## config.mk

```make
export PLATFORM = sky130hd
export DESIGN_NAME = cam_pattern_stream
export DESIGN_NICKNAME = d
export VERILOG_FILES = /design/src/rtl/cam_pkg.sv /design/src/rtl/cam_pattern_gen.sv /design/src/rtl/cam_pattern_stream.sv
export SDC_FILE = /design/constraint.sdc
export NUM_CORES = 1
export LEC_CHECK = 0
export CAP_MARGIN = 20
export CORE_ASPECT_RATIO = 0.75
export CORE_MARGIN = 2
export CORE_UTILIZATION = 46
export CTS_CLUSTER_DIAMETER = 40
export DETAILED_ROUTE_END_ITERATION = 7
export PLACE_DENSITY = 0.77
export SLEW_MARGIN = 5
export SYNTH_ARGS = -nofsm -noshare
export SYNTH_HDL_FRONTEND = slang
export SYNTH_SLANG_ARGS = --single-unit
```

## constraint.sdc

```tcl
create_clock -name clk -period 5 [get_ports clk]
set_input_delay 0.5 -clock clk [delete_from_list [all_inputs] [get_ports clk]]
set_output_delay 0.5 -clock clk [all_outputs]
set_load 0.1 [all_outputs]
```

## src/rtl/cam_pkg.sv

```systemverilog
// Shared types for the synthetic camera pattern source.
// Pattern and FSM state encodings used by the stream top and the pixel generator.
package cam_pkg;

  typedef enum logic [1:0] {
    PAT_QUAD  = 2'd0,
    PAT_RAMP  = 2'd1,
    PAT_CHECK = 2'd2,
    PAT_FLAT  = 2'd3
  } pattern_e;

  typedef enum logic [1:0] {
    S_IDLE   = 2'd0,
    S_ACTIVE = 2'd1,
    S_HBLANK = 2'd2,
    S_VBLANK = 2'd3
  } state_e;

  localparam int FRAME_CNT_W = 16;
  localparam int BLANK_CNT_W = 16;

endpackage

```

## src/rtl/cam_pattern_gen.sv

```systemverilog
// Combinational pixel-value function: pattern from mode and position, then
// per-channel odd-channel and global inversion.
module cam_pattern_gen
  import cam_pkg::*;
#(
  parameter int IMG_WIDTH  = 640,
  parameter int IMG_HEIGHT = 480,
  parameter int DATA_WIDTH = 8,
  parameter int CHANNELS   = 1,
  parameter int CHECK_LOG2 = 5,
  parameter int HW         = $clog2(IMG_WIDTH),
  parameter int VW         = $clog2(IMG_HEIGHT)
) (
  input  logic [1:0]                     mode,
  input  logic                           invert,
  input  logic [HW-1:0]                  h,
  input  logic [VW-1:0]                  v,
  input  logic [DATA_WIDTH-1:0]          flat_value,
  output logic [DATA_WIDTH*CHANNELS-1:0] pixel
);

  localparam int RW = HW + DATA_WIDTH;
  localparam logic [DATA_WIDTH-1:0] Q_TR = DATA_WIDTH'(1) << (DATA_WIDTH - 2);
  localparam logic [DATA_WIDTH-1:0] Q_BL = DATA_WIDTH'(1) << (DATA_WIDTH - 1);

  logic [RW-1:0]         ramp_num;
  logic [DATA_WIDTH-1:0] ramp_val;
  logic                  h_bit;
  logic                  v_bit;
  logic                  right;
  logic                  bottom;
  logic [DATA_WIDTH-1:0] base;

  // h < IMG_WIDTH keeps the quotient below 2^DATA_WIDTH, so the cast is lossless
  assign ramp_num = {h, {DATA_WIDTH{1'b0}}};
  assign ramp_val = DATA_WIDTH'(ramp_num / RW'(IMG_WIDTH));

  generate
    if (CHECK_LOG2 < HW) begin : g_hbit
      assign h_bit = h[CHECK_LOG2];
    end else begin : g_hzero
      assign h_bit = 1'b0;
    end
    if (CHECK_LOG2 < VW) begin : g_vbit
      assign v_bit = v[CHECK_LOG2];
    end else begin : g_vzero
      assign v_bit = 1'b0;
    end
  endgenerate

  assign right  = (h >= HW'(IMG_WIDTH / 2));
  assign bottom = (v >= VW'(IMG_HEIGHT / 2));

  always_comb begin
    base = '0;
    case (pattern_e'(mode))
      PAT_QUAD: begin
        if (!bottom) base = right ? Q_TR : '0;
        else         base = right ? '1 : Q_BL;
      end
      PAT_RAMP:  base = ramp_val;
      PAT_CHECK: base = (h_bit ^ v_bit) ? '1 : '0;
      PAT_FLAT:  base = flat_value;
      default:   base = '0;
    endcase
  end

  genvar gi;
  generate
    for (gi = 0; gi < CHANNELS; gi++) begin : g_ch
      assign pixel[gi*DATA_WIDTH +: DATA_WIDTH] =
        base ^ {DATA_WIDTH{invert ^ ((gi % 2) == 1)}};
    end
  endgenerate

endmodule

```

## src/rtl/cam_pattern_stream.sv

```systemverilog
// Synthetic camera source: frame/line FSM with blanking and backpressure,
// emitting generated pixels as a valid/ready stream.
module cam_pattern_stream
  import cam_pkg::*;
#(
  parameter int IMG_WIDTH  = 640,
  parameter int IMG_HEIGHT = 480,
  parameter int DATA_WIDTH = 8,
  parameter int CHANNELS   = 1,
  parameter int H_BLANK    = 0,
  parameter int V_BLANK    = 0,
  parameter int CHECK_LOG2 = 5
) (
  input  logic                           clk,
  input  logic                           rst,
  input  logic                           enable,
  input  logic [1:0]                     mode,
  input  logic                           invert,
  output logic [DATA_WIDTH*CHANNELS-1:0] m_tdata,
  output logic                           m_tvalid,
  input  logic                           m_tready,
  output logic                           m_tuser,
  output logic                           m_tlast,
  output logic [$clog2(IMG_WIDTH)-1:0]   hcount,
  output logic [$clog2(IMG_HEIGHT)-1:0]  vcount,
  output logic [FRAME_CNT_W-1:0]         frame_count,
  output logic                           busy
);

  localparam int HW = $clog2(IMG_WIDTH);
  localparam int VW = $clog2(IMG_HEIGHT);

  state_e                   state_reg, state_next;
  logic [HW-1:0]            h_reg, h_next;
  logic [VW-1:0]            v_reg, v_next;
  logic [FRAME_CNT_W-1:0]   fc_reg, fc_next;
  logic [BLANK_CNT_W-1:0]   blank_reg, blank_next;
  logic [1:0]               mode_reg, mode_next;
  logic                     invert_reg, invert_next;
  logic                     start_frame;
  logic                     last_pix;
  logic                     last_line;
  logic [DATA_WIDTH*CHANNELS-1:0] pixel;

  assign last_pix  = (h_reg == HW'(IMG_WIDTH - 1));
  assign last_line = (v_reg == VW'(IMG_HEIGHT - 1));

  always_ff @(posedge clk) begin
    if (rst) begin
      state_reg  <= S_IDLE;
      h_reg      <= '0;
      v_reg      <= '0;
      fc_reg     <= '0;
      blank_reg  <= '0;
      mode_reg   <= '0;
      invert_reg <= 1'b0;
    end else begin
      state_reg  <= state_next;
      h_reg      <= h_next;
      v_reg      <= v_next;
      fc_reg     <= fc_next;
      blank_reg  <= blank_next;
      mode_reg   <= mode_next;
      invert_reg <= invert_next;
    end
  end

  always_comb begin
    state_next  = state_reg;
    h_next      = h_reg;
    v_next      = v_reg;
    fc_next     = fc_reg;
    blank_next  = blank_reg;
    mode_next   = mode_reg;
    invert_next = invert_reg;
    start_frame = 1'b0;

    case (state_reg)
      S_IDLE: begin
        if (enable) begin
          state_next  = S_ACTIVE;
          start_frame = 1'b1;
        end
      end
      S_ACTIVE: begin
        if (m_tready) begin
          if (!last_pix) begin
            h_next = h_reg + 1'b1;
          end else begin
            h_next = '0;
            v_next = last_line ? '0 : v_reg + 1'b1;
            if (last_line) fc_next = fc_reg + 1'b1;
            if (H_BLANK > 0) begin
              state_next = S_HBLANK;
              blank_next = '0;
            end else if (last_line) begin
              if (V_BLANK > 0) begin
                state_next = S_VBLANK;
                blank_next = '0;
              end else begin
                state_next  = enable ? S_ACTIVE : S_IDLE;
                start_frame = enable;
              end
            end
          end
        end
      end
      S_HBLANK: begin
        // v has already wrapped, so v==0 here means the frame's last line just ended
        if (blank_reg == BLANK_CNT_W'(H_BLANK - 1)) begin
          blank_next = '0;
          if (v_reg != '0) begin
            state_next = S_ACTIVE;
          end else if (V_BLANK > 0) begin
            state_next = S_VBLANK;
          end else begin
            state_next  = enable ? S_ACTIVE : S_IDLE;
            start_frame = enable;
          end
        end else begin
          blank_next = blank_reg + 1'b1;
        end
      end
      S_VBLANK: begin
        if (blank_reg == BLANK_CNT_W'(V_BLANK - 1)) begin
          blank_next  = '0;
          state_next  = enable ? S_ACTIVE : S_IDLE;
          start_frame = enable;
        end else begin
          blank_next = blank_reg + 1'b1;
        end
      end
      default: state_next = S_IDLE;
    endcase

    if (start_frame) begin
      h_next      = '0;
      v_next      = '0;
      mode_next   = mode;
      invert_next = invert;
    end
  end

  cam_pattern_gen #(
    .IMG_WIDTH (IMG_WIDTH),
    .IMG_HEIGHT(IMG_HEIGHT),
    .DATA_WIDTH(DATA_WIDTH),
    .CHANNELS  (CHANNELS),
    .CHECK_LOG2(CHECK_LOG2)
  ) u_gen (
    .mode      (mode_reg),
    .invert    (invert_reg),
    .h         (h_reg),
    .v         (v_reg),
    .flat_value(DATA_WIDTH'(fc_reg)),
    .pixel     (pixel)
  );

  assign m_tvalid    = (state_reg == S_ACTIVE);
  assign m_tuser     = m_tvalid && (h_reg == '0) && (v_reg == '0);
  assign m_tlast     = m_tvalid && last_pix;
  assign m_tdata     = m_tvalid ? pixel : '0;
  assign hcount      = h_reg;
  assign vcount      = v_reg;
  assign frame_count = fc_reg;
  assign busy        = (state_reg != S_IDLE);

endmodule

```

==> reports/metrics.csv <==
metric;value;unit
outcome;complete, no violations;
top-area cell type share of the netlist area;0.225;
Final period util;0.961;
Syn Inst Count;471;
fin nets;532;
fin cells;619;
Skew-Pair Late Insertion Delay;300;ps
Hold Path Class;reg2reg;
combinational power share;0.152;
first-pass GRT wire length;17.5;mm
Die W;104;um
Largest register FFs;16;
Final HPWL DP;7.82;mm
syn_area_per_cell;7.38;um^2
Placement Setup Slack;129;ps
GRT met2 Usage;0.395;
initial DRC count;502;
DR pass1 iterations;5;
P_int;0.000491;W
Clock Power Share;0.386;
Reg power frac;0.462;
Setup WS post-layout;194;ps
max incr delay on CP;590;ps
Unique masters post-synth;76;
number of synthesized register bits;39;
worst slew pin tran;986;ps
Mapped Nets;486;
minimum clock period;4810;ps
final WL;10.6;mm
CTS tree;built;
Std-Cell Rows;27;
gr usage total;0.258;
clk buf depth;2;
die area;8270;um^2
Final GP Congestion;0.910;
Yosys warnings;0;
Top Usage Layer GRT;met2;
Cell Count Post-Placement;607;
IO Port Bufs;53;
hold_ws;511;ps
fmax;0.208;GHz
synth top area cells;dfxtp_1, nor2_1, xor2_1, xnor2_1, nand2_1;
Initial Utilization;0.474;
core area;7330;um^2
total gr overflow;0;
Crit path arrival time;4310;ps
normalized max-slew margin;0.341;
diode count;0;
max-slew violation count;0;
sequential element share of the synthesized area;0.225;
Sw Ratio;0.290;
Peak VDD IR;0.151;mV
Via density;6.19;
Post-Syn Area;3470;um^2
via count;3829;
vias in the first global route;3540;
cell area after layout;4300;um^2
layout cells sized above 1;0.118;
Power per Cell Area;161;nW/um^2
crit path kind;reg2out;
remaining antenna violation count after routing;0;
Leak;1.56;nW
# setup viols final;0;
CP Capture Type;primary output;
post-synth top area cell;dfxtp_1;
H-tree Lvls;2;
final hold violation count;0;
WL per Instance;17.2;um
clock-pin slew of the registers on the worst-case setup and hold paths;80;ps
critical path data required time;4500;ps
Reg2Reg Setup Slack;1890;ps
Post-synth EDFFs;0;
CTS sink cnt;39;
met3 usage;0.0386;
largest net degree at the start of global routing;27;
GR Util met1;0.373;
area grow syn2layout;23.8;%
FFs w/ async S/R, synth;0;
CTS root buffer;clkbuf_8;
total CTS buffers;5;
DRC viols;0;
critical path startpoint category;flip-flop;
Worst Skew;5.52;ps
max_cap viols;0;
most used cell, CP;o311ai_1;
cts hold-fix bufs;0;
CP Max Fanout;14;
dpl cell area;4110;um^2
initial antenna violation count;0;
CP cell instances;or4b_1 -> a311oi_2 -> a21oi_1 -> nor4_2 -> or3b_4 -> o311ai_2 -> and3_4 -> xnor2_2 -> inv_1 -> ha_1 -> o311ai_1 -> o311ai_1 -> a311o_1 -> nand3_2 -> buf_12;
I/O pin count;54;
Psw;0.000201;W
Primary FF master, synth;dfxtp_1;
Die Ht;79.3;um
CP max stage cell;or4b_1;
RSZ-0062 raised after global routing;false;
[stage by stage]
stage / power [W] / setup TNS (ps) / util
CTS: 0.000696 / 0 / 0.578
finish: 0.000692 / 0 / 0.587
detailed placement: 0.000433 / 0 / 0.561
global route: 0.000717 / 0 / 0.587
global placement: 0.000432 / 0 / 0.561
floorplan: 0.000405 / -42.3 / -
[final timing paths]
| check | start | end | cells after the start |
|---|---|---|---|
| worst max-delay path | hcount[9] | m_tdata[0] | 15 |
| worst max register to register | hcount[2] | frame_count[7] | 10 |
| worst min register to register | frame_count[10] | frame_count[10] | 2 |
| worst min-delay path | frame_count[10] | frame_count[10] | 2 |
[area by class of cell]
cell class              count  area [um^2]
clock buffers               5         68.8
flip-flops and latches     39          797
fillers                   682         3030
multi-input cells         384         2530
well taps                 101          126
repair buffers             69          667
inverters                  18         67.6
clock inverters             3         43.8
[placed cells by master, fill, tap and decap left out, drive strengths merged, types with 6 or more instances in the layout]
cell type and n:
and3 12, nor3 12, xor2 25, nor4 9
buf 21, xnor2 18, a31oi 6, nor2 67
or3 6, clkdlybuf4s50 47, clkbuf 6, mux2i 7
o21ai 25, nand2 41, and2 8, o211ai 6
inv 15, a211oi 6, dfxtp 39, a21oi 11
nand3 24, nand4 13, ha 8
[per-layer routing]
metal / part of all wire / routed length, um
met1: 0.46 / 4860
met2: 0.44 / 4670
met3: 0.085 / 904
met4: 0.018 / 187
met5: 0 / 0
[cell families (layout without fill, tap and decap cells)]
| group | count (synthesis) | after routing | share of synthesized area |
|---|---|---|---|
| fa+ha+maj | 10 | 10 | 0.0349 |
| flops | 39 | 39 | 0.225 |
| xor+xnor | 43 | 43 | 0.108 |
| mux | 8 | 8 | 0.0281 |
| compound gates | 103 | 103 | 0.227 |
| buf+inv | 48 | 95 | 0.0580 |
| simple gates | 220 | 220 | 0.319 |
[power by group through the flow]
stage	combinational [W]	sequential, W	clock [W]
after floorplan	0.0000745	0.000330	0
after global placement	0.000103	0.000329	0
after detailed placement	0.000104	0.000329	0
after CTS	0.000104	0.000321	0.000271
after global routing	0.000112	0.000321	0.000284
final	0.000105	0.000320	0.000267
[synth_stat cells, types with 8 or more instances]
cell       n
nor2_1    67
nand2_1   40
dfxtp_1   39
xor2_1    25
nand3_1   24
o21ai_0   24
clkbuf_1  20
xnor2_1   18
inv_1     15
nand4_1   13
and3_1    12
nor3_1    12
a21oi_1   10
nor4_1     9
ha_1       8
[critical path, delay by kind of cell (launching register included)]
kind	cells	cell delay (ps)
AND/OR/NAND/NOR	5	1460
AO/OA/AOI/OAI	6	1460
buffers and inverters	2	280
XOR/XNOR	1	160
flip-flops	1	410
adder cells (fa/ha/maj)	1	220
[what timing repair did]
action                                  4_1_cts  5_1_grt
buffers inserted                              0        4
pin swaps                                     0        3
gates resized for setup                       3        8
endpoints found under the setup margin        2        2
endpoints found under the hold margin         0        0
Power figures use the tool's default switching activity.
